### config.mk
export PLATFORM = sky130hd
export DESIGN_NAME = dir_cmd_sequencer
export DESIGN_NICKNAME = d
export VERILOG_FILES = /design/src/rtl/dir_ctrl_pkg.sv /design/src/rtl/dir_timer.sv /design/src/rtl/dir_cmd_sequencer.sv
export SDC_FILE = /design/constraint.sdc
export NUM_CORES = 1
export LEC_CHECK = 0
export ABC_AREA = 0
export CORE_MARGIN = 2
export CORE_UTILIZATION = 63
export CTS_BUF_LIST = sky130_fd_sc_hd__clkbuf_4 sky130_fd_sc_hd__clkbuf_8
export DETAILED_ROUTE_END_ITERATION = 10
export PLACE_DENSITY = 0.86
export SYNTH_ARGS = -nofsm -noshare
export SYNTH_HDL_FRONTEND = slang
export SYNTH_SLANG_ARGS = --single-unit
### constraint.sdc
create_clock -name clk -period 4.2 [get_ports clk]
set_input_delay 1.26 -clock clk [delete_from_list [all_inputs] [get_ports clk]]
set_output_delay 1.26 -clock clk [all_outputs]
set_load 0.05 [all_outputs]
### src/rtl/dir_ctrl_pkg.sv
// =============================================================================
// Module   : dir_ctrl_pkg
// Brief    : Shared types and the speed-step helper for the drive command sequencer.
// Revision : 1.0
// =============================================================================
`default_nettype none

package dir_ctrl_pkg;

    typedef enum logic [2:0] {
        ST_STOPPED   = 3'd0,
        ST_RAMP      = 3'd1,
        ST_HOLD_STOP = 3'd2,
        ST_CRUISE    = 3'd3,
        ST_ESTOP     = 3'd4
    } state_e;

    // Speed levels 0..3 map to drive magnitudes 0/102/218/402.
    typedef logic [1:0] speed_t;

    typedef struct packed {
        logic   dir;
        speed_t speed;
    } cmd_t;

    localparam speed_t c_SPEED_STOP = 2'd0;

    function automatic speed_t step_toward(input speed_t cur, input speed_t tgt);
        if (cur < tgt)
            return cur + 2'd1;
        else if (cur > tgt)
            return cur - 2'd1;
        else
            return cur;
    endfunction

endpackage

`default_nettype wire

### src/rtl/dir_timer.sv
// =============================================================================
// Module   : dir_timer
// Brief    : Restartable saturating up-counter with a pulse on the last cycle of a period.
// Revision : 1.0
// =============================================================================
`default_nettype none

module dir_timer #(
    parameter int CNT_W = 24
) (
    input  logic             clk,
    input  logic             resetn,
    input  logic             i_load,
    input  logic [CNT_W-1:0] i_limit,
    output logic             o_expired
);

    logic [CNT_W-1:0] r_count;

    always_ff @(posedge clk or negedge resetn) begin
        if (!resetn)
            r_count <= '0;
        else if (i_load)
            r_count <= '0;
        else if (r_count != {CNT_W{1'b1}})
            r_count <= r_count + 1'b1;
    end

    // Period of i_limit cycles measured from the load edge.
    assign o_expired = (r_count == (i_limit - 1'b1));

endmodule

`default_nettype wire

### src/rtl/dir_cmd_sequencer.sv
// =============================================================================
// Module   : dir_cmd_sequencer
// Brief    : Ramps the {dir, speed} drive command toward a handshaked target, with watchdog and estop.
// Revision : 1.0
// =============================================================================
`default_nettype none

module dir_cmd_sequencer
    import dir_ctrl_pkg::*;
#(
    parameter int DWELL_CYCLES     = 1000,
    parameter int STOP_HOLD_CYCLES = 2000,
    parameter int WDOG_CYCLES      = 100000,
    parameter int CNT_W            = 24
) (
    input  logic       clk,
    input  logic       resetn,
    input  logic       cmd_valid,
    input  logic [2:0] cmd_target,
    output logic       cmd_ready,
    input  logic       estop,
    output logic [2:0] cmds,
    output logic       at_target,
    output logic       busy,
    output logic       wdog_expired
);

    localparam logic [CNT_W-1:0] c_dwell     = CNT_W'(DWELL_CYCLES);
    localparam logic [CNT_W-1:0] c_hold      = CNT_W'(STOP_HOLD_CYCLES);
    localparam logic [CNT_W-1:0] c_wdog_max  = CNT_W'(WDOG_CYCLES);
    localparam logic [CNT_W-1:0] c_wdog_last = CNT_W'(WDOG_CYCLES - 1);

    state_e           r_state, w_state_nxt;
    cmd_t             r_cmds, w_cmds_nxt;
    cmd_t             r_target, w_target_nxt, w_target_eff, w_req;
    logic [CNT_W-1:0] r_wdog_cnt;
    logic             r_wdog_expired, r_at_target, r_busy;
    logic             w_accept, w_wdog_active, w_wdog_hit;
    logic             w_timer_load, w_timer_expired;
    logic [CNT_W-1:0] w_timer_limit;
    speed_t           w_step;

    assign cmd_ready     = ~estop & (r_state != ST_ESTOP);
    assign w_accept      = cmd_valid & cmd_ready;
    assign w_wdog_active = (r_cmds.speed != c_SPEED_STOP) || (r_target.speed != c_SPEED_STOP);
    assign w_wdog_hit    = w_wdog_active && (r_wdog_cnt == c_wdog_last) && !w_accept;
    assign w_timer_limit = (r_state == ST_HOLD_STOP) ? c_hold : c_dwell;

    dir_timer #(.CNT_W(CNT_W)) u_timer (
        .clk       (clk),
        .resetn    (resetn),
        .i_load    (w_timer_load),
        .i_limit   (w_timer_limit),
        .o_expired (w_timer_expired)
    );

    always_comb begin
        w_state_nxt  = r_state;
        w_cmds_nxt   = r_cmds;
        w_step       = r_cmds.speed;
        w_req        = cmd_t'(cmd_target);
        // A stop request keeps the direction currently being driven.
        if (w_req.speed == c_SPEED_STOP)
            w_req.dir = r_cmds.dir;
        if (w_accept)
            w_target_eff = w_req;
        else if (w_wdog_hit)
            w_target_eff = '{dir: r_cmds.dir, speed: c_SPEED_STOP};
        else
            w_target_eff = r_target;
        w_target_nxt = w_target_eff;

        if (estop) begin
            w_state_nxt  = ST_ESTOP;
            w_cmds_nxt   = '0;
            w_target_nxt = '0;
        end else begin
            case (r_state)
                ST_STOPPED, ST_CRUISE: begin
                    if (w_target_eff != r_cmds)
                        w_state_nxt = ST_RAMP;
                end
                ST_RAMP: begin
                    if (w_timer_expired) begin
                        if (w_target_eff.dir == r_cmds.dir) begin
                            w_step = step_toward(r_cmds.speed, w_target_eff.speed);
                            if (w_step == w_target_eff.speed)
                                w_state_nxt = (w_step == c_SPEED_STOP) ? ST_STOPPED : ST_CRUISE;
                        end else begin
                            // Reversal: only ever slow down; a flip needs a full stop-hold first.
                            if (r_cmds.speed != c_SPEED_STOP)
                                w_step = r_cmds.speed - 2'd1;
                            if (w_step == c_SPEED_STOP)
                                w_state_nxt = ST_HOLD_STOP;
                        end
                        w_cmds_nxt.speed = w_step;
                    end
                end
                ST_HOLD_STOP: begin
                    if (w_timer_expired) begin
                        w_cmds_nxt  = '{dir: w_target_eff.dir, speed: c_SPEED_STOP};
                        w_state_nxt = (w_target_eff.speed == c_SPEED_STOP) ? ST_STOPPED : ST_RAMP;
                    end
                end
                ST_ESTOP: begin
                    w_state_nxt = ST_STOPPED;
                    w_cmds_nxt  = '0;
                end
                default: begin
                    w_state_nxt = ST_STOPPED;
                    w_cmds_nxt  = '0;
                end
            endcase
        end

        w_timer_load = ((w_state_nxt != r_state) &&
                        ((w_state_nxt == ST_RAMP) || (w_state_nxt == ST_HOLD_STOP))) ||
                       ((r_state == ST_RAMP) && w_timer_expired);
    end

    always_ff @(posedge clk or negedge resetn) begin
        if (!resetn) begin
            r_state        <= ST_STOPPED;
            r_cmds         <= '0;
            r_target       <= '0;
            r_wdog_cnt     <= '0;
            r_wdog_expired <= 1'b0;
            r_at_target    <= 1'b1;
            r_busy         <= 1'b0;
        end else begin
            r_state     <= w_state_nxt;
            r_cmds      <= w_cmds_nxt;
            r_target    <= w_target_nxt;
            r_at_target <= (w_cmds_nxt == w_target_nxt) && (w_state_nxt != ST_HOLD_STOP);
            r_busy      <= !((w_cmds_nxt == w_target_nxt) && (w_state_nxt != ST_HOLD_STOP));
            if (w_accept) begin
                r_wdog_cnt     <= '0;
                r_wdog_expired <= 1'b0;
            end else if (w_wdog_active && (r_wdog_cnt != c_wdog_max)) begin
                r_wdog_cnt <= r_wdog_cnt + 1'b1;
                if (w_wdog_hit)
                    r_wdog_expired <= 1'b1;
            end
        end
    end

    assign cmds         = r_cmds;
    assign at_target    = r_at_target;
    assign busy         = r_busy;
    assign wdog_expired = r_wdog_expired;

endmodule

`default_nettype wire

Word level (Yosys, flattened, before mapping)
Cells that the tools add are included.
{"block": "word_totals", "ff_bits": 60, "in_bits": 7, "out_inout_bits": 7, "elab_cells": 99}
{"block": "classes", "add_sub_neg": 5, "order_cmp": 2, "eq_ne": 16, "muxes": 39, "bitwise": 3, "reduce_logical": 24}
{"op": "$mux W24", "count": 4}
{"op": "$add A24 B1 Y24 const B", "count": 2}
{"op": "$mux W3", "count": 12}
{"op": "$mux W2", "count": 14}
{"op": "$eq A24 B17 Y1 const B", "count": 1}
{"op": "$eq A24 B24 Y1", "count": 1}
{"op": "$ne A24 B17 Y1 const B", "count": 1}
{"op": "$ne A24 B24 Y1 const B", "count": 1}
{"op": "$sub A11 B1 Y12 const B", "count": 1}
{"op": "$mux W11", "count": 1}
{"op": "$reduce_bool A2 Y1", "count": 5}
{"op": "$eq A3 B2 Y1 const B", "count": 3}
{"op": "$pmux W3 S3", "count": 1}
{"op": "$logic_not A2 Y1", "count": 4}
{"op": "$eq A3 B1 Y1 const B", "count": 2}
{"op": "$logic_and A1 B1 Y1", "count": 6}
{"op": "$ne A3 B3 Y1", "count": 2}
{"op": "$pmux W2 S3", "count": 1}
{"op": "$mux W1", "count": 5}
{"op": "$eq A3 B3 Y1", "count": 1}
{"op": "$logic_not A3 Y1", "count": 1}
{"op": "$logic_or A1 B1 Y1", "count": 3}
{"op": "$ne A3 B2 Y1 const B", "count": 1}
{"op": "$ne A3 B3 Y1 const B", "count": 1}
{"op": "13 further kinds", "count": 15}

Longest topological paths before layout
Gate-level depths: netlist of run 1.
{"block": "logic_depth", "ltp_word": 26, "mapped_depth": 17, "mapped_depth_nobuf": 16}

Hierarchy
Synthesis of run 1 repeated with hierarchy kept, for this count alone.
{"block": "unflattened", "hier_cells": 534, "area_unflattened_um2": 4575.6}
{"mod": "dir_cmd_sequencer", "instances": 1, "cells_each": 262, "area_per_inst_um2": 2378.5, "seq_area_each_um2": 902.1}
{"mod": "dir_timer", "instances": 1, "cells_each": 272, "area_per_inst_um2": 2197.1, "seq_area_each_um2": 600.6}

Worst setup path after synthesis of run 1
No wires, ideal clock.
{"block": "synth_path", "kind": "input port to flip-flop", "startpoint": "input port estop", "endpoint": "register u_timer.r_count[3]", "setup_time_ns": 0.086, "t_arrival_ns": 4.058, "t_required_ns": 4.114, "path_slack_ns": 0.056, "cell_stages": 13, "path_buffers": 3, "cell_sequence": "clkbuf_1 -> inv_1 -> and3_1 -> clkbuf_1 -> a2bb2oi_1 -> ha_1 -> nor2b_1 -> o311a_1 -> o31a_1 -> a211oi_2 -> a2111oi_4 -> buf_6 -> nor3_1"}
{"block": "synth_between", "elab_chain_len": 26, "elab_cells_between_ends": 37, "cone_classes": "order compare (2); eq/ne (6); mux (18); bitwise (3); reduce/logical (8)"}
{"item": "start: declaration", "line_no": "dir_cmd_sequencer.sv:21", "rtl": "input logic estop,"}
{"item": "$not A1 Y1", "line_no": "dir_cmd_sequencer.sv:43", "rtl": "assign cmd_ready = ~estop & (r_state != ST_ESTOP);"}
{"item": "$and A1 B1 Y1", "line_no": "dir_cmd_sequencer.sv:43"}
{"item": "$and A1 B1 Y1", "line_no": "dir_cmd_sequencer.sv:44", "rtl": "assign w_accept = cmd_valid & cmd_ready;"}
{"item": "$logic_not A1 Y1", "line_no": "dir_cmd_sequencer.sv:46", "rtl": "assign w_wdog_hit = w_wdog_active && (r_wdog_cnt == c_wdog_last) && !w_accept;"}
{"item": "$logic_and A1 B1 Y1", "line_no": "dir_cmd_sequencer.sv:46"}
{"item": "$mux W3", "line_no": "dir_cmd_sequencer.sv:67", "rtl": "else if (w_wdog_hit)"}
{"item": "$mux W3", "line_no": "dir_cmd_sequencer.sv:65", "rtl": "if (w_accept)"}
{"item": "$gt A2 B2 Y1", "line_no": "dir_ctrl_pkg.sv:31", "rtl": "else if (cur > tgt)"}
{"item": "[... 10 more ...]"}
{"item": "$mux W3", "line_no": "dir_cmd_sequencer.sv:84", "rtl": "if (w_timer_expired) begin"}
{"item": "$pmux W3 S3", "line_no": "dir_cmd_sequencer.sv:78", "rtl": "case (r_state)"}
{"item": "$mux W3 *", "line_no": "dir_cmd_sequencer.sv:73", "rtl": "if (estop) begin"}
{"item": "$eq A3 B1 Y1 / $eq A3 B2 Y1 (equally long branches)", "line_no": "dir_cmd_sequencer.sv:117", "rtl": "((w_state_nxt == ST_RAMP) || (w_state_nxt == ST_HOLD_STOP))) ||"}
{"item": "$logic_or A1 B1 Y1", "line_no": "dir_cmd_sequencer.sv:117"}
{"item": "$logic_and A1 B1 Y1 *", "line_no": "dir_cmd_sequencer.sv:116", "rtl": "w_timer_load = ((w_state_nxt != r_state) &&"}
{"item": "$logic_or A1 B1 Y1 *", "line_no": "dir_cmd_sequencer.sv:117"}
{"item": "$mux W24 / $reduce_bool A2 Y1 (equally long branches)"}
{"item": "end signal: assignment", "line_no": "dir_timer.sv:26", "rtl": "r_count <= r_count + 1'b1;"}
{"item": "end: declaration", "line_no": "dir_timer.sv:18", "rtl": "logic [CNT_W-1:0] r_count;"}
Every way passes the cells marked *; elsewhere a longest branch is shown, timed or not. The select of a mux whose other input is x is not followed.
A chain may end at the register's enable or synchronous reset.

Worst setup path after layout of run 1
{"block": "layout_path", "startpoint": "input port cmd_valid", "endpoint": "register u_timer.r_count[9]"}
{"block": "layout_between", "elab_chain_len": 24, "elab_cells_between_ends": 35, "cone_classes": "order compare (2); eq/ne (6); mux (18); bitwise (1); reduce/logical (8)"}
{"item": "start: declaration", "line_no": "dir_cmd_sequencer.sv:18", "rtl": "input logic cmd_valid,"}
{"item": "$and A1 B1 Y1 *", "line_no": "dir_cmd_sequencer.sv:44"}
{"item": "$logic_not A1 Y1", "line_no": "dir_cmd_sequencer.sv:46"}
{"item": "$logic_and A1 B1 Y1", "line_no": "dir_cmd_sequencer.sv:46"}
{"item": "$mux W3", "line_no": "dir_cmd_sequencer.sv:67"}
{"item": "$mux W3 *", "line_no": "dir_cmd_sequencer.sv:65"}
{"item": "$gt A2 B2 Y1", "line_no": "dir_ctrl_pkg.sv:31"}
{"item": "$mux W2", "line_no": "dir_ctrl_pkg.sv:31"}
{"item": "$mux W2", "line_no": "dir_ctrl_pkg.sv:29", "rtl": "if (cur < tgt)"}
{"item": "[... 8 more ...]"}
{"item": "$mux W3", "line_no": "dir_cmd_sequencer.sv:84"}
{"item": "$pmux W3 S3 *", "line_no": "dir_cmd_sequencer.sv:78"}
{"item": "$mux W3 *", "line_no": "dir_cmd_sequencer.sv:73"}
{"item": "$eq A3 B1 Y1 / $eq A3 B2 Y1 (equally long branches)", "line_no": "dir_cmd_sequencer.sv:117"}
{"item": "$logic_or A1 B1 Y1", "line_no": "dir_cmd_sequencer.sv:117"}
{"item": "$logic_and A1 B1 Y1 *", "line_no": "dir_cmd_sequencer.sv:116"}
{"item": "$logic_or A1 B1 Y1 *", "line_no": "dir_cmd_sequencer.sv:117"}
{"item": "$mux W24 / $reduce_bool A2 Y1 (equally long branches)"}
Marks and branches as above.

==> flow_metrics.py, run 1 <==
metrics = {
    "run_status": {
        "status": "complete, no violations",
    },
    "floorplanning": {
        "io_pins": 14,
        "dieHeight_um": 78.6,
        "rows": 27,
        "core_area_sq_um": 5440,
        "die_area_sq_um": 6180,
        "start_util_pct": 64.5,
        "die_w_um": 78.6,
    },
    "clock_network": {
        "cts_sinks": 60,
        "postCtsSetupBuffers": 0,
        "insertion_delay_ns": 0.34,
        "numCtsBuffers": 9,
        "hold_buffers": 0,
        "ctsResizeCount": 0,
        "cts_tree": "built",
        "clockBufferDepth": 2,
        "clkSlewWorstSetupHoldPaths_ns": 0.07,
        "cts.htree.levels": 3,
        "root_buffer": "clkbuf_8",
    },
    "sta": {
        "skew_ns": 0.0119,
        "setup_violations": 0,
        "fin_crit_sh_pct": 95.2,
        "whs_ns": 0.492,
        "maxSlewViolCount": 0,
        "tightest_slew_ns": 0.956,
        "rsz0062_at_grt": "false",
        "fin_crit_ns": 4.00,
        "relSlewSlack_pct": 36.2,
        "fmax_mhz": 250,
        "setup_slack_ns": 0.203,
        "tns_ns": 0,
        "hold_viol_final": 0,
    },
    "synthesis": {
        "synth_fa_ha_area_share_pct": 2.85,
        "yosysSeqAreaShare_pct": 42.8,
        "synth_top_cells_by_area": "dfrtp_1, xor2_1, nor2_1",
        "avgSynthCellArea_sq_um": 9.28,
        "synth_ff_type": "dfrtp_1",
        "synth_xor_area_share_pct": 11.5,
        "synth_warnings": 0,
        "ys_top_cells_by_count": "nor2_1, dfrtp_1, nand2_1",
        "synth_cell_types": 60,
        "synth_edf_count": 0,
        "synth_compound_area_share_pct": 10.2,
        "synthMuxAreaShare_pct": 1.43,
        "syn_nets": 393,
        "yosysMostFrequentCell": "nor2_1",
        "syn_area_sq_um": 3510,
        "yosys.area_share.simple_pct": 28.4,
        "synth_top_area_cell": "dfrtp_1",
        "syn_inst": 378,
        "synth_top_family_by_area": "simple AND/OR/NAND/NOR gates",
        "ys_seq_elements": 60,
        "synth_top_area_share_pct": 42.1,
        "async_flop_share_pct": 100,
    },
    "placement": {
        "place_ws_ns": -0.120,
        "dp.cells": 469,
        "gp_congestion": 1.02,
        "place_area_sq_um": 3800,
        "place_hpwl_mm": 5.30,
        "io_buffers": 13,
    },
    "global_routing": {
        "grt_pass1_vias": 3011,
        "grt-ovfl-total": 0,
        "grtUsageTotal_pct": 28.6,
        "grt_max_degree": 45,
        "grt_pass1_wl_mm": 13.6,
        "antenna_found_initial": 0,
    },
    "setup_path": {
        "critical-path-top-delay-family": "compound AO/OA/AOI/OAI gates",
        "critPathCaptureType": "flop",
        "reg2reg_from": "cmds[0]$_DFF_PN0_",
        "cp-start-kind": "primary input",
        "crit_path_start": "cmd_valid",
        "critPathMaxStageDelay_ns": 0.49,
        "slowest_stage": "clkdlybuf4s50_1",
        "path_buf_inv": 3,
        "worstPathMaxFanout": 24,
        "required_ns": 4.44,
        "critPathKind": "primary input to flop",
        "worstPathArrival_ns": 4.24,
        "path_cells": "clkdlybuf4s50_1, nand3_1, nand2_1, a2bb2oi_1, inv_1, ha_1, nor3b_2, o21ai_1, o311a_1, o31a_1, a211oi_2, a2111oi_4, buf_12, nor3_1",
    },
    "routing": {
        "route.detailed.drc": 0,
        "totalWireLength_mm": 7.85,
        "via_count": 2947,
        "drt_iter0_drc": 189,
        "viasPerCell": 6.08,
        "post_drt_wl_per_cell_um": 16.2,
        "ant_nets": 0,
        "drt_pass1_iterations": 4,
    },
    "power_and_ir_drop": {
        "p_leak_nw": 1.73,
        "peakVddDrop_mv": 0.274,
        "pwr-share-clk_pct": 36.1,
        "comb_power_share_pct": 16.9,
        "total_power_mw": 1.63,
        "powerDensity_nw_per_um2": 403,
        "switching_share_pct": 29.3,
        "intPower_mw": 1.15,
        "switchingPower_mw": 0.477,
        "seqPwrFrac_pct": 47.0,
    },
    "flow_run": {
        "drv_cap": 0,
    },
    "finish": {
        "diodes": 0,
        "multi_input_area_sq_um": 1920,
        "fillers": 371,
        "area_growth_pct": 15.3,
        "final_area_sq_um": 4040,
        "instances_no_fill": 485,
        "seq_area_sq_um": 1510,
        "nNetsFinal": 423,
        "final_util_pct": 74.4,
        "final_layout_size_suffix_gt1_share_pct": 12.8,
    },
    "hold_path": {
        "holdCritPathClass": "flop to flop",
        "hp-start": "wdog_expired$_DFFE_PN0P_",
    },
}
==> flip-flops by register name, summed over array words and instances, names as in the netlist <==
name and count:
r_state 3, r_target 3, u_timer.r_count 24, busy 1
r_wdog_cnt 24, at_target 1, wdog_expired 1, cmds 3
==> power by group through the flow <==
stage	Sequential, mW	Clock [mW]	Combinational, mW
2_1_floorplan	0.749	0	0.196
5_1_grt	0.775	0.628	0.316
3_5_place_dp	0.767	0	0.272
4_1_cts	0.761	0.601	0.275
6_report	0.765	0.588	0.275
3_3_place_gp	0.763	0	0.257
==> cell type report <==
cell class / instances / area share, %
Clock inverter: 4 / 1.86
Timing Repair Buffer: 30 / 6.50
Inverter: 10 / 0.928
Multi-Input combinational cell: 297 / 47.5
Tap cell: 72 / 2.23
Clock buffer: 12 / 3.77
Sequential cell: 60 / 37.2
==> metal layers <==
layer / GRT usage [%] / wire [um] / vias to the layer above
met1: 35.5 / 3300 / 1426
li1: - / - / 1404
met4: 13.9 / 263 / 0
met3: 8.16 / 391 / 29
met5: 0 / 0 / -
met2: 45.9 / 3900 / 88
==> layout by cell type, fill, tap and decap left out, drive strengths merged, types with 3 or more instances in the layout <==
cell	Yosys	routed
nor2b	4	4
a211oi	4	4
o21ai	8	8
a21oi	3	3
nor4b	3	3
and4	4	4
clkdlybuf4s50	0	11
nor4	6	6
or4b	3	3
mux2i	5	5
nor3	19	19
nor2	61	61
clkbuf	7	12
dfrtp	59	59
o21a	3	3
nand2	35	35
nor3b	8	8
xor2	27	27
and3	7	7
inv	10	10
nand4	7	7
buf	4	19
nand3	20	20
or4	3	3
or3	3	3
ha	8	8
xnor2	19	19
==> cell families (layout without fill, tap and decap cells) <==
group | after synthesis | in the layout
simple gates | 194 | 194
flops | 60 | 60
fa+ha+maj | 8 | 8
compound gates | 44 | 44
buf+inv | 21 | 56
mux | 5 | 5
xor+xnor | 46 | 46
==> worst paths after layout <==
kind                            slack, ns                               to  cells past startpoint
worst max-delay path                 0.20   u_timer.r_count[9]$_DFFE_PN0P_                     14
worst min-delay path                 0.49         wdog_expired$_DFFE_PN0P_                      1
worst max register to register       0.26   u_timer.r_count[9]$_DFFE_PN0P_                     17
worst min register to register       0.49         wdog_expired$_DFFE_PN0P_                      1
max in group asynchronous            2.33  u_timer.r_count[14]$_DFFE_PN0P_                      2
min in group asynchronous            1.06        r_wdog_cnt[8]$_DFFE_PN0P_                      1
Note: power is estimated with default switching activity, not from simulation.
==> run 2: changes to the inputs <==
- GPL_ROUTABILITY_DRIVEN: default -> 0
- PLACE_DENSITY: 0.86 -> 0.82
==> flow_metrics.py, run 2 (same netlist as run 1, synthesis figures left out) <==
metrics = {
    "run_status": {
        "status": "complete, no violations",
    },
    "sta": {
        "tightest_slew_ns": 0.978,
        "rsz0062_at_grt": "false",
        "relSlewSlack_pct": 34.8,
        "maxSlewViolCount": 0,
        "fin_crit_ns": 4.02,
        "hold_viol_final": 0,
        "whs_ns": 0.494,
        "fmax_mhz": 249,
        "fin_crit_sh_pct": 95.8,
        "skew_ns": 0.00979,
        "setup_violations": 0,
    },
    "clock_network": {
        "numCtsBuffers": 9,
        "hold_buffers": 0,
        "postCtsSetupBuffers": 0,
        "clockBufferDepth": 2,
        "root_buffer": "clkbuf_8",
        "clkSlewWorstSetupHoldPaths_ns": 0.07,
        "insertion_delay_ns": 0.33,
        "cts_tree": "built",
        "ctsResizeCount": 0,
        "cts.htree.levels": 3,
        "cts_sinks": 60,
    },
    "setup_path": {
        "critPathCaptureType": "flop",
        "cp-start-kind": "primary input",
        "critPathKind": "primary input to flop",
        "r2r_cells": 17,
        "worstPathMaxFanout": 24,
        "endpoint": "u_timer.r_count[16]$_DFFE_PN0P_",
        "r2r_setup_slack_ns": 0.27,
        "worstPathArrival_ns": 4.27,
        "required_ns": 4.45,
        "regToRegEndpoint": "u_timer.r_count[16]$_DFFE_PN0P_",
        "crit_path_start": "cmd_valid",
        "reg2reg_from": "cmds[0]$_DFF_PN0_",
    },
    "flow_run": {
        "drv_cap": 0,
    },
    "finish": {
        "diodes": 0,
        "area_growth_pct": 16.7,
        "layout_common_cells": "nor2_1, dfrtp_1, nand2_1",
        "instances_no_fill": 488,
        "layout.cells.most_common": "nor2_1",
        "final_layout_size_suffix_gt1_share_pct": 13.0,
        "final_area_sq_um": 4090,
        "top_regs": "r_wdog_cnt: 24 flops, u_timer.r_count: 24 flops",
        "nNetsFinal": 426,
    },
    "placement": {
        "io_buffers": 13,
        "place_area_sq_um": 3820,
        "dp.cells": 472,
        "place_hpwl_mm": 5.28,
    },
    "routing": {
        "post_drt_wl_per_cell_um": 16.1,
        "via_count": 2990,
        "ant_nets": 0,
        "route.detailed.drc": 0,
        "totalWireLength_mm": 7.87,
        "viasPerCell": 6.13,
        "drt_iter0_drc": 223,
        "drt_pass1_iterations": 5,
    },
    "global_routing": {
        "grt_pass1_wl_mm": 13.2,
        "grt_pass1_vias": 2867,
        "antenna_found_initial": 0,
        "grt-ovfl-total": 0,
        "grtUsageTotal_pct": 27.3,
        "grt_max_degree": 46,
    },
    "floorplanning": {
        "die_w_um": 78.6,
        "dieHeight_um": 78.6,
        "io_pins": 14,
        "core_area_sq_um": 5440,
        "rows": 27,
        "start_util_pct": 64.5,
        "die_area_sq_um": 6180,
    },
    "hold_path": {
        "holdCritPathClass": "flop to flop",
    },
    "power_and_ir_drop": {
        "powerDensity_nw_per_um2": 415,
        "peakVddDrop_mv": 0.381,
        "total_power_mw": 1.70,
        "p_leak_nw": 1.77,
    },
}
-- run 2: cell count changes in the layout (fill, tap and decap cells not counted), sizes merged --
| cell | before | now |
|---|---|---|
| clkinv | 0 | 1 |
| bufinv | 2 | 3 |
| buf | 19 | 22 |
| clkinvlp | 2 | 0 |
-- run 2: worst min path at each step --
stage / startpoint / end / slack, ns / cells after the start
final: wdog_expired$_DFFE_PN0P_ / wdog_expired$_DFFE_PN0P_ / 0.49 / 1
after global routing: wdog_expired$_DFFE_PN0P_ / wdog_expired$_DFFE_PN0P_ / 0.51 / 1
after CTS: wdog_expired$_DFFE_PN0P_ / wdog_expired$_DFFE_PN0P_ / 0.50 / 1
after detailed placement: wdog_expired$_DFFE_PN0P_ / wdog_expired$_DFFE_PN0P_ / 0.48 / 1
after global placement: wdog_expired$_DFFE_PN0P_ / wdog_expired$_DFFE_PN0P_ / 0.47 / 1
after floorplan: r_wdog_cnt[23]$_DFFE_PN0P_ / r_wdog_cnt[23]$_DFFE_PN0P_ / 0.51 / 2
-- run 2: worst max-delay path, cell delays in order --
cell and delay [ns]:
clkdlybuf4s50_1 0.51, nand3_1 0.14, nand2_1 0.10, a2bb2oi_1 0.24, inv_1 0.10, ha_1 0.34
nor3b_1 0.19, o21ai_0 0.11, o311a_1 0.16, o31a_1 0.34, a211oi_4 0.30, a2111oi_4 0.07
buf_12 0.20, nor3_1 0.20
-- run 2: final cells by class --
type	instances	area (sq um)
multi-input cells	297	1920
well taps	72	90.1
flip-flops and latches	60	1500
clock buffers	12	159
clock inverters	4	95.1
fillers	361	1350
repair buffers	33	285
inverters	10	37.5
-- run 2: metal layers --
layer	track usage, %	share of wire (%)	vias up
met2	44.5	50	94
li1	-	-	1402
met3	5.75	3.9	22
met5	0	0	-
met4	12.1	2.5	0
met1	35.1	43	1472
-- run 2: where the power goes --
part | internal [mW] | total [mW] | switching, mW
Sequential | 0.662 | 0.760 | 0.0979
Combinational | 0.128 | 0.281 | 0.153
Clock | 0.433 | 0.659 | 0.226
-- run 2: through the flow --
step                      TNS (ns)  util, %  setup slack, ns
after floorplan                  0        -           0.0557
after global placement           0     70.3           0.0191
after detailed placement     -2.46     70.3           -0.165
after CTS                        0     75.0           0.0850
after global routing             0     75.2           0.0140
final                            0     75.2            0.178
==> run 3: changes to the inputs <==
- MAX_ROUTING_LAYER: default -> met4
==> flow_metrics.py, run 3 (same netlist as run 1, synthesis figures left out) <==
metrics = {
    "run_status": {
        "status": "complete, no violations",
    },
    "setup_path": {
        "cp-start-kind": "primary input",
        "critical-path-top-delay-family": "compound AO/OA/AOI/OAI gates",
        "slowest_stage": "clkdlybuf4s50_1",
        "critPathKind": "primary input to flop",
        "r2r_cells": 17,
        "path_buf_inv": 3,
        "critPathMaxStageDelay_ns": 0.51,
        "worstPathMaxFanout": 24,
        "critPathCaptureType": "flop",
        "path_cells": "clkdlybuf4s50_1, nand3_1, nand2_1, a2bb2oi_1, inv_1, ha_1, nor3b_1, o21ai_0, o311a_1, o31a_1, a211oi_4, a2111oi_4, buf_12, nor3_1",
        "cp.depth": 14,
        "worstPathArrival_ns": 4.26,
        "required_ns": 4.45,
    },
    "routing": {
        "route.detailed.drc": 0,
        "viasPerCell": 6.13,
        "via_count": 2993,
        "drt_iter0_drc": 183,
        "drt_pass1_iterations": 6,
        "totalWireLength_mm": 7.84,
        "post_drt_wl_per_cell_um": 16.1,
        "ant_nets": 0,
    },
    "floorplanning": {
        "rows": 27,
        "start_util_pct": 64.5,
        "die_area_sq_um": 6180,
        "die_w_um": 78.6,
        "io_pins": 14,
        "dieHeight_um": 78.6,
        "core_area_sq_um": 5440,
    },
    "sta": {
        "fmax_mhz": 249,
        "rsz0062_at_grt": "false",
        "skew_ns": 0.00931,
        "fin_crit_sh_pct": 95.5,
        "maxSlewViolCount": 0,
        "hold_viol_final": 0,
        "whs_ns": 0.493,
        "relSlewSlack_pct": 35.1,
        "fin_crit_ns": 4.01,
        "tns_ns": 0,
        "tightest_slew_ns": 0.973,
        "setup_violations": 0,
    },
    "finish": {
        "final_util_pct": 75.2,
        "final_layout_size_suffix_gt1_share_pct": 13.0,
        "multi_input_area_sq_um": 1920,
        "fillers": 361,
        "area_growth_pct": 16.7,
        "seq_area_sq_um": 1500,
        "top_regs": "r_wdog_cnt: 24 flops, u_timer.r_count: 24 flops",
        "diodes": 0,
        "instances_no_fill": 488,
        "layout_common_cells": "nor2_1, dfrtp_1, nand2_1",
        "nNetsFinal": 426,
        "layout.cells.most_common": "nor2_1",
    },
    "clock_network": {
        "cts.htree.levels": 3,
        "insertion_delay_ns": 0.33,
        "root_buffer": "clkbuf_8",
        "clkSlewWorstSetupHoldPaths_ns": 0.07,
        "numCtsBuffers": 9,
        "clockBufferDepth": 2,
        "cts_sinks": 60,
        "cts_tree": "built",
    },
    "global_routing": {
        "grt_max_degree": 46,
        "grt_pass1_wl_mm": 13.2,
        "grt_pass1_vias": 2863,
        "grtUsageTotal_pct": 28.1,
        "antenna_found_initial": 0,
        "grt-ovfl-total": 0,
    },
    "power_and_ir_drop": {
        "powerDensity_nw_per_um2": 415,
        "peakVddDrop_mv": 0.382,
        "p_leak_nw": 1.77,
    },
    "hold_path": {
        "timing.hold.worst_path_depth": 1,
        "holdCritPathClass": "flop to flop",
    },
    "flow_run": {
        "drv_cap": 0,
    },
    "placement": {
        "io_buffers": 13,
        "place_hpwl_mm": 5.28,
        "dp.cells": 472,
    },
}
## run 3: cell counts in the layout (fill, tap and decap cells not counted)
Identical to the previous run, type by type.
## run 3: worst paths after layout
| check | start | endpoint | slack, ns |
|---|---|---|---|
| hold / removal | wdog_expired$_DFFE_PN0P_ | wdog_expired$_DFFE_PN0P_ | 0.49 |
| setup / recovery | cmd_valid | u_timer.r_count[16]$_DFFE_PN0P_ | 0.19 |
| setup reg to reg | cmds[0]$_DFF_PN0_ | u_timer.r_count[16]$_DFFE_PN0P_ | 0.27 |
| hold reg to reg | wdog_expired$_DFFE_PN0P_ | wdog_expired$_DFFE_PN0P_ | 0.49 |
| min in group asynchronous | resetn | r_wdog_cnt[11]$_DFFE_PN0P_ | 1.09 |
| max in group asynchronous | resetn | at_target$_DFF_PN1_ | 2.27 |
## run 3: worst register-to-register path, stage by stage (launching register included)
cell and delay (ns):
dfrtp_2 0.41, inv_1 0.09, ha_1 0.20, nor3b_1 0.17, or3_1 0.38, nor3_1 0.18
buf_4 0.16, a2bb2oi_1 0.25, inv_1 0.10, ha_1 0.34, nor3b_1 0.19, o21ai_0 0.11
o311a_1 0.15, o31a_1 0.33, a211oi_4 0.30, a2111oi_4 0.07, buf_12 0.20, nor3_1 0.21
## run 3: what timing repair did
| action | in CTS | in global routing |
|---|---|---|
| buffers inserted | 0 | 0 |
| resized for setup | 0 | 3 |
| hold buffers | 0 | 0 |
| setup endpoints to repair | 0 | 24 |
## run 3: metal layers
metal,share of wire (%),global-route usage (%),vias to the layer above,wire (um)
met1,43,35.2,1460,3350
met3,4.5,5.75,30,355
met4,2.9,12.1,0,228
met5,0,-,-,0
li1,-,-,1401,-
met2,50,44.4,102,3910
## run 3: cell type report
cell class              count  area share [%]
multi-input cells         297            47.0
clock inverters             4            2.32
repair buffers             33            6.97
inverters                  10           0.917
clock buffers              12            3.88
well taps                  72            2.20
flip-flops and latches     60            36.7
## run 3: report_power, final
part           internal [mW]  switching (mW)
Sequential             0.662          0.0981
Combinational          0.128           0.152
Clock                  0.433           0.225
Total                   1.22           0.476
## run 3: metrics by stage
stage | setup slack [ns] | area, sq um | power [mW]
floorplan | 0.0557 | 3510 | 0.945
global placement | 0.0191 | 3820 | 1.02
detailed placement | -0.165 | 3820 | 1.04
CTS | 0.0850 | 4080 | 1.70
global route | 0.0140 | 4090 | 1.79
finish | 0.188 | 4090 | 1.70
==> edit 1, RTL diff (config.mk and constraints of run 1) <==
The 5 states of `state_e` get a one-hot encoding in 5 bits.
--- a/src/rtl/dir_ctrl_pkg.sv
+++ b/src/rtl/dir_ctrl_pkg.sv
@@ -7,12 +7,12 @@
 
 package dir_ctrl_pkg;
 
-    typedef enum logic [2:0] {
-        ST_STOPPED   = 3'd0,
-        ST_RAMP      = 3'd1,
-        ST_HOLD_STOP = 3'd2,
-        ST_CRUISE    = 3'd3,
-        ST_ESTOP     = 3'd4
+    typedef enum logic [4:0] {
+        ST_STOPPED   = 5'b00001,
+        ST_RAMP      = 5'b00010,
+        ST_HOLD_STOP = 5'b00100,
+        ST_CRUISE    = 5'b01000,
+        ST_ESTOP     = 5'b10000
     } state_e;
 
     // Speed levels 0..3 map to drive magnitudes 0/102/218/402.
Formal check against the unedited RTL: no difference found for any inputs over 10 cycles, from zero or initial values and one cycle with resetn low; not proved beyond that.
==> edit 1 against run 1 <==
Critical path depth rose by 3; largest cell class unchanged; design area up 25%; clock skew is 2.0 ps lower; maximum frequency shrank 2.9%; via count grew 38%; wire length up 57%; synthesized area is 15% higher; setup slack worse by 120 ps; critical endpoint is now u_timer.r_count[1]; sequential cell count is 2 higher.
Power is not compared: it rests on default switching activity, and its combinational part moved more than twofold at a synthesized area within 25%.
==> edit 1: results (changes against run 1) <==
| Metric | Value |
|---|---|
| Port bufs | 13 (unchanged) |
| Initial antenna violation count | 0 (unchanged) |
| Top flop regs | r_wdog_cnt x24, u_timer.r_count x24, r_state x5 |
| Clock Path Buffers | 2 (unchanged) |
| GRT Util Overall | 0.347 (+0.0612) |
| Synthesized net count | 467 (+19%) |
| Fraction of registers with async set or reset after synthesis | 1.00 (unchanged) |
| Post-synth top cells | dfrtp_1 (60), nor2_1 (52), nand2_1 (38) |
| Sequential share of the synthesized area | 0.385 (-0.0439) |
| HPWL Detailed | 7050 microns (+33%) |
| Worst-path clk slew | 70 ps (about the same) |
| Synth Flop Type | dfrtp_1 |
| Vias in the first global route | 3,923 (+30%) |
| Layout cells sized above 1 | 0.231 (+0.103) |
| Via/cell ratio | 6.89 (+13%) |
| Critical Path Fanout Max | 12 (-50%) |
| Synth Warn # | 0 (unchanged) |
| Worst hold start | wdog_expired |
| Post-Route WL | 12,300 microns (+57%) |
| CTS Buf Count | 9 (unchanged) |
| Worst path arrival time | 4360 ps (+120 ps) |
| Netlist cell types | 70 (+17%) |
| Diode count | 0 (unchanged) |
| Worst Hold Class | reg -> reg |
| Slew HR | 0.372 (+0.00996) |
| Clock Skew | 9.83 ps (-2.04 ps) |
| Worst flop-to-flop path startpoint | cmds[1] |
| Htree depth | 3 (unchanged) |
| Largest net degree at the start of global routing | 43 (-4.4%) |
| Worst-case reg-to-reg path depth | 17 (unchanged) |
| P_leak | 2.10 nW |
| Hold EP | wdog_expired |
| Synth area leaders | dfrtp_1 (37%), xor2_1 (5.4%), nor2_1 (4.8%), a21oi_1 (4.3%), xnor2_1 (4.3%) |
| Router iterations before antenna repair | 6 (+2) |
| Placer Congestion | 0.948 (-7.0%) |
| Maximum VDD drop | 0.331 mV |
| Layout Nets | 520 (+23%) |
| Outcome | finished clean |
| CTS root buffer | clkbuf_8 |
| Iter 0 DRT Violations | 450 (+140%) |
| Worst r2r dst | u_timer.r_count[1] |
| First-pass GRT wire length | 19,500 microns (+43%) |
| FF-to-FF setup slack | 80 ps (-180 ps) |
| Hold WS | 528 ps (+36.6 ps) |
| Worst-skew pair later-pin latency | 350 ps |
| Hold depth | 2 (+1) |
edit 1: cell count changes after synthesis, sizes merged, moves of 6 or more:
cell,change
nor2,-9
o21ai,+7
nor3,-9
a211oi,+9
a21oi,+33
nand2b,+7
nand3,+6
nor3b,-7
edit 1: report_power, final:
part / switching, mW / total, mW / leakage, nW / internal [mW]
combinational: 0.308 / 0.574 / 1.21 / 0.266
sequential: 0.175 / 0.886 / 0.788 / 0.711
clock: 0.256 / 0.613 / 0.105 / 0.357
edit 1: cells by family (layout without fill, tap and decap cells):
group | Yosys count | after routing | synth area share
compound gates | 98 | 98 | 0.170
xor+xnor | 46 | 46 | 0.102
fa+ha+maj | 7 | 7 | 0.0217
buf+inv | 27 | 85 | 0.0288
flops | 62 | 62 | 0.385
mux | 3 | 3 | 0.00743
simple gates | 210 | 210 | 0.286
edit 1: layer usage:
layer  GRT usage  vias to the layer above  wire length (microns)
li1            -                     1759                      -
met1       0.428                     1943                   4780
met2       0.576                      274                   5880
met3      0.0663                       78                    986
met4       0.183                        0                    661
met5           0                        -                      0
edit 1: worst max-delay path: stages (launching register included):
cell and delay (ps):
dfrtp_2 410, inv_1 110, ha_1 180, or3b_4 420, and4_2 230, a21oi_2 150, a22oi_2 80, inv_2 100
ha_4 230, buf_4 140, o21ai_0 230, o221a_2 230, o22ai_1 110, or3b_2 520, a21oi_1 250, o32ai_4 160
buf_12 190, a211oi_2 270
edit 1: cell type report:
class / count / area, sq um
Timing Repair Buffer: 59 / 624
Sequential cell: 62 / 1560
Inverter: 10 / 37.5
Tap cell: 77 / 96.3
Clock buffer: 11 / 145
Fill cell: 350 / 1210
Multi-Input combinational cell: 364 / 2530
Clock inverter: 5 / 82.6
edit 1: stage by stage:
step	cells	TNS, ps	setup slack (ps)	instance area (sq um)	utilization
finish	588	0	83.6	5070	0.808
global route	588	0	21.4	5070	0.808
CTS	585	0	14.5	5010	0.799
detailed placement	554	-10530	-481	4490	0.715
global placement	554	-6690	-298	4490	0.715
floorplan	453	-47.0	-18.3	4110	-
edit 1: how the worst max path moves through the flow:
stage,start,end,slack [ps],cells after the start
floorplan,estop,busy,-20,13
global placement,estop,u_timer.r_count[3],-300,15
detailed placement,estop,u_timer.r_count[1],-480,15
CTS,cmd_valid,u_timer.r_count[11],10,17
global route,cmds[1],u_timer.r_count[14],20,17
finish,cmds[1],u_timer.r_count[1],80,17
edit 1: repair_timing:
action / CTS / global route
cloned: 4 / 0
endpoints found under the setup margin: 26 / 26
resized for setup: 27 / 12
buffers inserted: 11 / 4
pin swaps: 9 / 8
hold endpoints to repair: 0 / 0
==> edit 2, RTL diff (flow settings as in run 1) <==
Without the edit above. `CNT_W` is set to 24 in 2 places; all go to 32.
--- a/src/rtl/dir_timer.sv
+++ b/src/rtl/dir_timer.sv
@@ -6,7 +6,7 @@
 `default_nettype none
 
 module dir_timer #(
-    parameter int CNT_W = 24
+    parameter int CNT_W = 32
 ) (
     input  logic             clk,
     input  logic             resetn,
--- a/src/rtl/dir_cmd_sequencer.sv
+++ b/src/rtl/dir_cmd_sequencer.sv
@@ -11,7 +11,7 @@
     parameter int DWELL_CYCLES     = 1000,
     parameter int STOP_HOLD_CYCLES = 2000,
     parameter int WDOG_CYCLES      = 100000,
-    parameter int CNT_W            = 24
+    parameter int CNT_W            = 32
 ) (
     input  logic       clk,
     input  logic       resetn,
Function: same outputs for any inputs over 10 cycles, from zero or initial values and one cycle with resetn low; that may be too few to reach the edited logic, so the function may still have changed.
==> edit 2 against run 1 <==
The flow now finishes with violations (negative setup slack); setup slack got worse by 230 ps; clock skew fell by 2.6 ps; power rose by 38%; design area rose by 35%; largest cell class unchanged; clock power rose by 5.8%; synthesized area rose by 32%; wire length rose by 50%; non-clock buffer count rose by 19; via count rose by 36%; combinational power rose by 96%; sequential cell count rose by 16.
==> edit 2: results (changes against run 1) <==
| Metric | Value |
|---|---|
| Maximum VDD drop | 0.284 mV (+3.6%) |
| Synthesized net count | 505 (+28%) |
| Outcome | finished, violations left |
| Vias in the first global route | 4,196 (+39%) |
| Layout cells sized above 1 | 0.236 (+0.108) |
| FF-to-FF setup slack | 170 ps (-90 ps) |
| Post-synth top cells | dfrtp_1 (75), nor2_1 (69), xor2_1 (38) |
| M3 GR Usage | 0.0637 (-0.0179) |
| Critical Path Fanout Max | 7 (-71%) |
| WL/cell | 18.5 microns (+14%) |
| Via/cell ratio | 6.31 (+3.8%) |
| Worst path arrival time | 4520 ps (+280 ps) |
| Worst-skew pair later-pin latency | 360 ps (+20 ps) |
| Netlist cell types | 69 (+15%) |
| Largest net degree at the start of global routing | 77 (+71%) |
| Avg Inst Size Synth | 9.45 sq um (+1.9%) |
| Layout Nets | 547 (+29%) |
| Slew HR | 0.365 (+0.00232) |
| Sequential share of the synthesized area | 0.411 (-0.0176) |
| Iter 0 DRT Violations | 301 (+59%) |
| Hold depth | 2 (+1) |
| Cell area after placement | 5070 sq um (+33%) |
| Clock Skew | 9.30 ps (-2.57 ps) |
| P_leak | 2.34 nW (+35%) |
| Violated checks | negative setup slack |
| Hold WS | 502 ps (+9.91 ps) |
| PnR worst setup slack | -25.7 ps (-229 ps) |
| Met1 Use GR | 0.371 (+0.0156) |
| Top flop regs | r_wdog_cnt x32, u_timer.r_count x32 |
| Worst flop-to-flop path startpoint | r_state[0] |
| HPWL Detailed | 7450 microns (+41%) |
| Initial antenna violation count | 0 (unchanged) |
| Router iterations before antenna repair | 5 (+1) |
| Vias after detailed routing | 4,010 (+36%) |
| Final setup violation count | 9 (+9) |
| Worst r2r dst | u_timer.r_count[29] |
| Pre-CTS WS | -595 ps (-475 ps) |
| Final count of pins violating max slew | 0 (unchanged) |
| Grt met2 use | 0.508 (+0.0492) |
| Placer Congestion | 0.940 (-7.7%) |
edit 2: stage by stage:
stage          setup TNS, ps  power (mW)
2_1_floorplan              0        1.43
3_3_place_gp          -14510        1.56
3_5_place_dp          -18530        1.60
4_1_cts                    0        2.23
5_1_grt                -2540        2.37
6_report               -99.8        2.25
edit 2: kinds of logic after synthesis:
logic type               count (synthesis)  share of synthesized area
buffers and inverters                   27                     0.0308
AND/OR/NAND/NOR                        263                      0.322
XOR/XNOR                                63                      0.119
adder cells (fa/ha/maj)                  8                     0.0216
flip-flops                              76                      0.411
AO/OA/AOI/OAI                           47                     0.0827
multiplexers                             6                     0.0132
edit 2: repair_timing:
item	4_1_cts	5_1_grt
cloned	1	0
pin swaps	5	8
resized for setup	14	7
setup endpoints to repair	34	33
hold endpoints to repair	0	0
buffers inserted	4	3
edit 2: how the worst max path moves through the flow:
stage | startpoint | endpoint | slack [ps]
CTS | estop | u_timer.r_count[4] | 80
floorplan | estop | u_timer.r_count[1] | 30
global placement | estop | u_timer.r_count[23] | -480
global route | cmd_valid | u_timer.r_count[29] | -110
detailed placement | estop | u_timer.r_count[17] | -590
finish | cmd_valid | u_timer.r_count[10] | -30
edit 2: layer usage:
layer | vias up | share of wire
met5 | - | 0
met4 | 0 | 0.032
met3 | 32 | 0.058
met2 | 174 | 0.51
met1 | 1981 | 0.40
li1 | 1823 | -
edit 2: report_power, final:
group | switching, mW | total, mW | internal (mW) | leakage, nW
Sequential | 0.211 | 1.09 | 0.883 | 1.00
Combinational | 0.285 | 0.539 | 0.253 | 1.24
Clock | 0.281 | 0.622 | 0.341 | 0.106
Total | 0.777 | 2.25 | 1.48 | 2.34
edit 2: area by class of cell:
class | count | area (sq um)
Sequential cell | 76 | 1900
Clock inverter | 6 | 88.8
Multi-Input combinational cell | 387 | 2740
Tap cell | 99 | 124
Timing Repair Buffer | 49 | 444
Inverter | 9 | 33.8
Fill cell | 454 | 1710
Clock buffer | 10 | 131
edit 2: critical path: stages:
cell	delay, ps
clkdlybuf4s15_1	210
nand2b_4	90
a21oi_4	250
nor2_1	80
or3_4	410
ha_4	250
nor2b_2	160
o22ai_1	230
a21oi_2	80
buf_4	170
xnor2_1	150
a32o_2	290
o31ai_4	290
nor3_4	70
buf_4	140
bufbuf_16	270
nor2_2	110
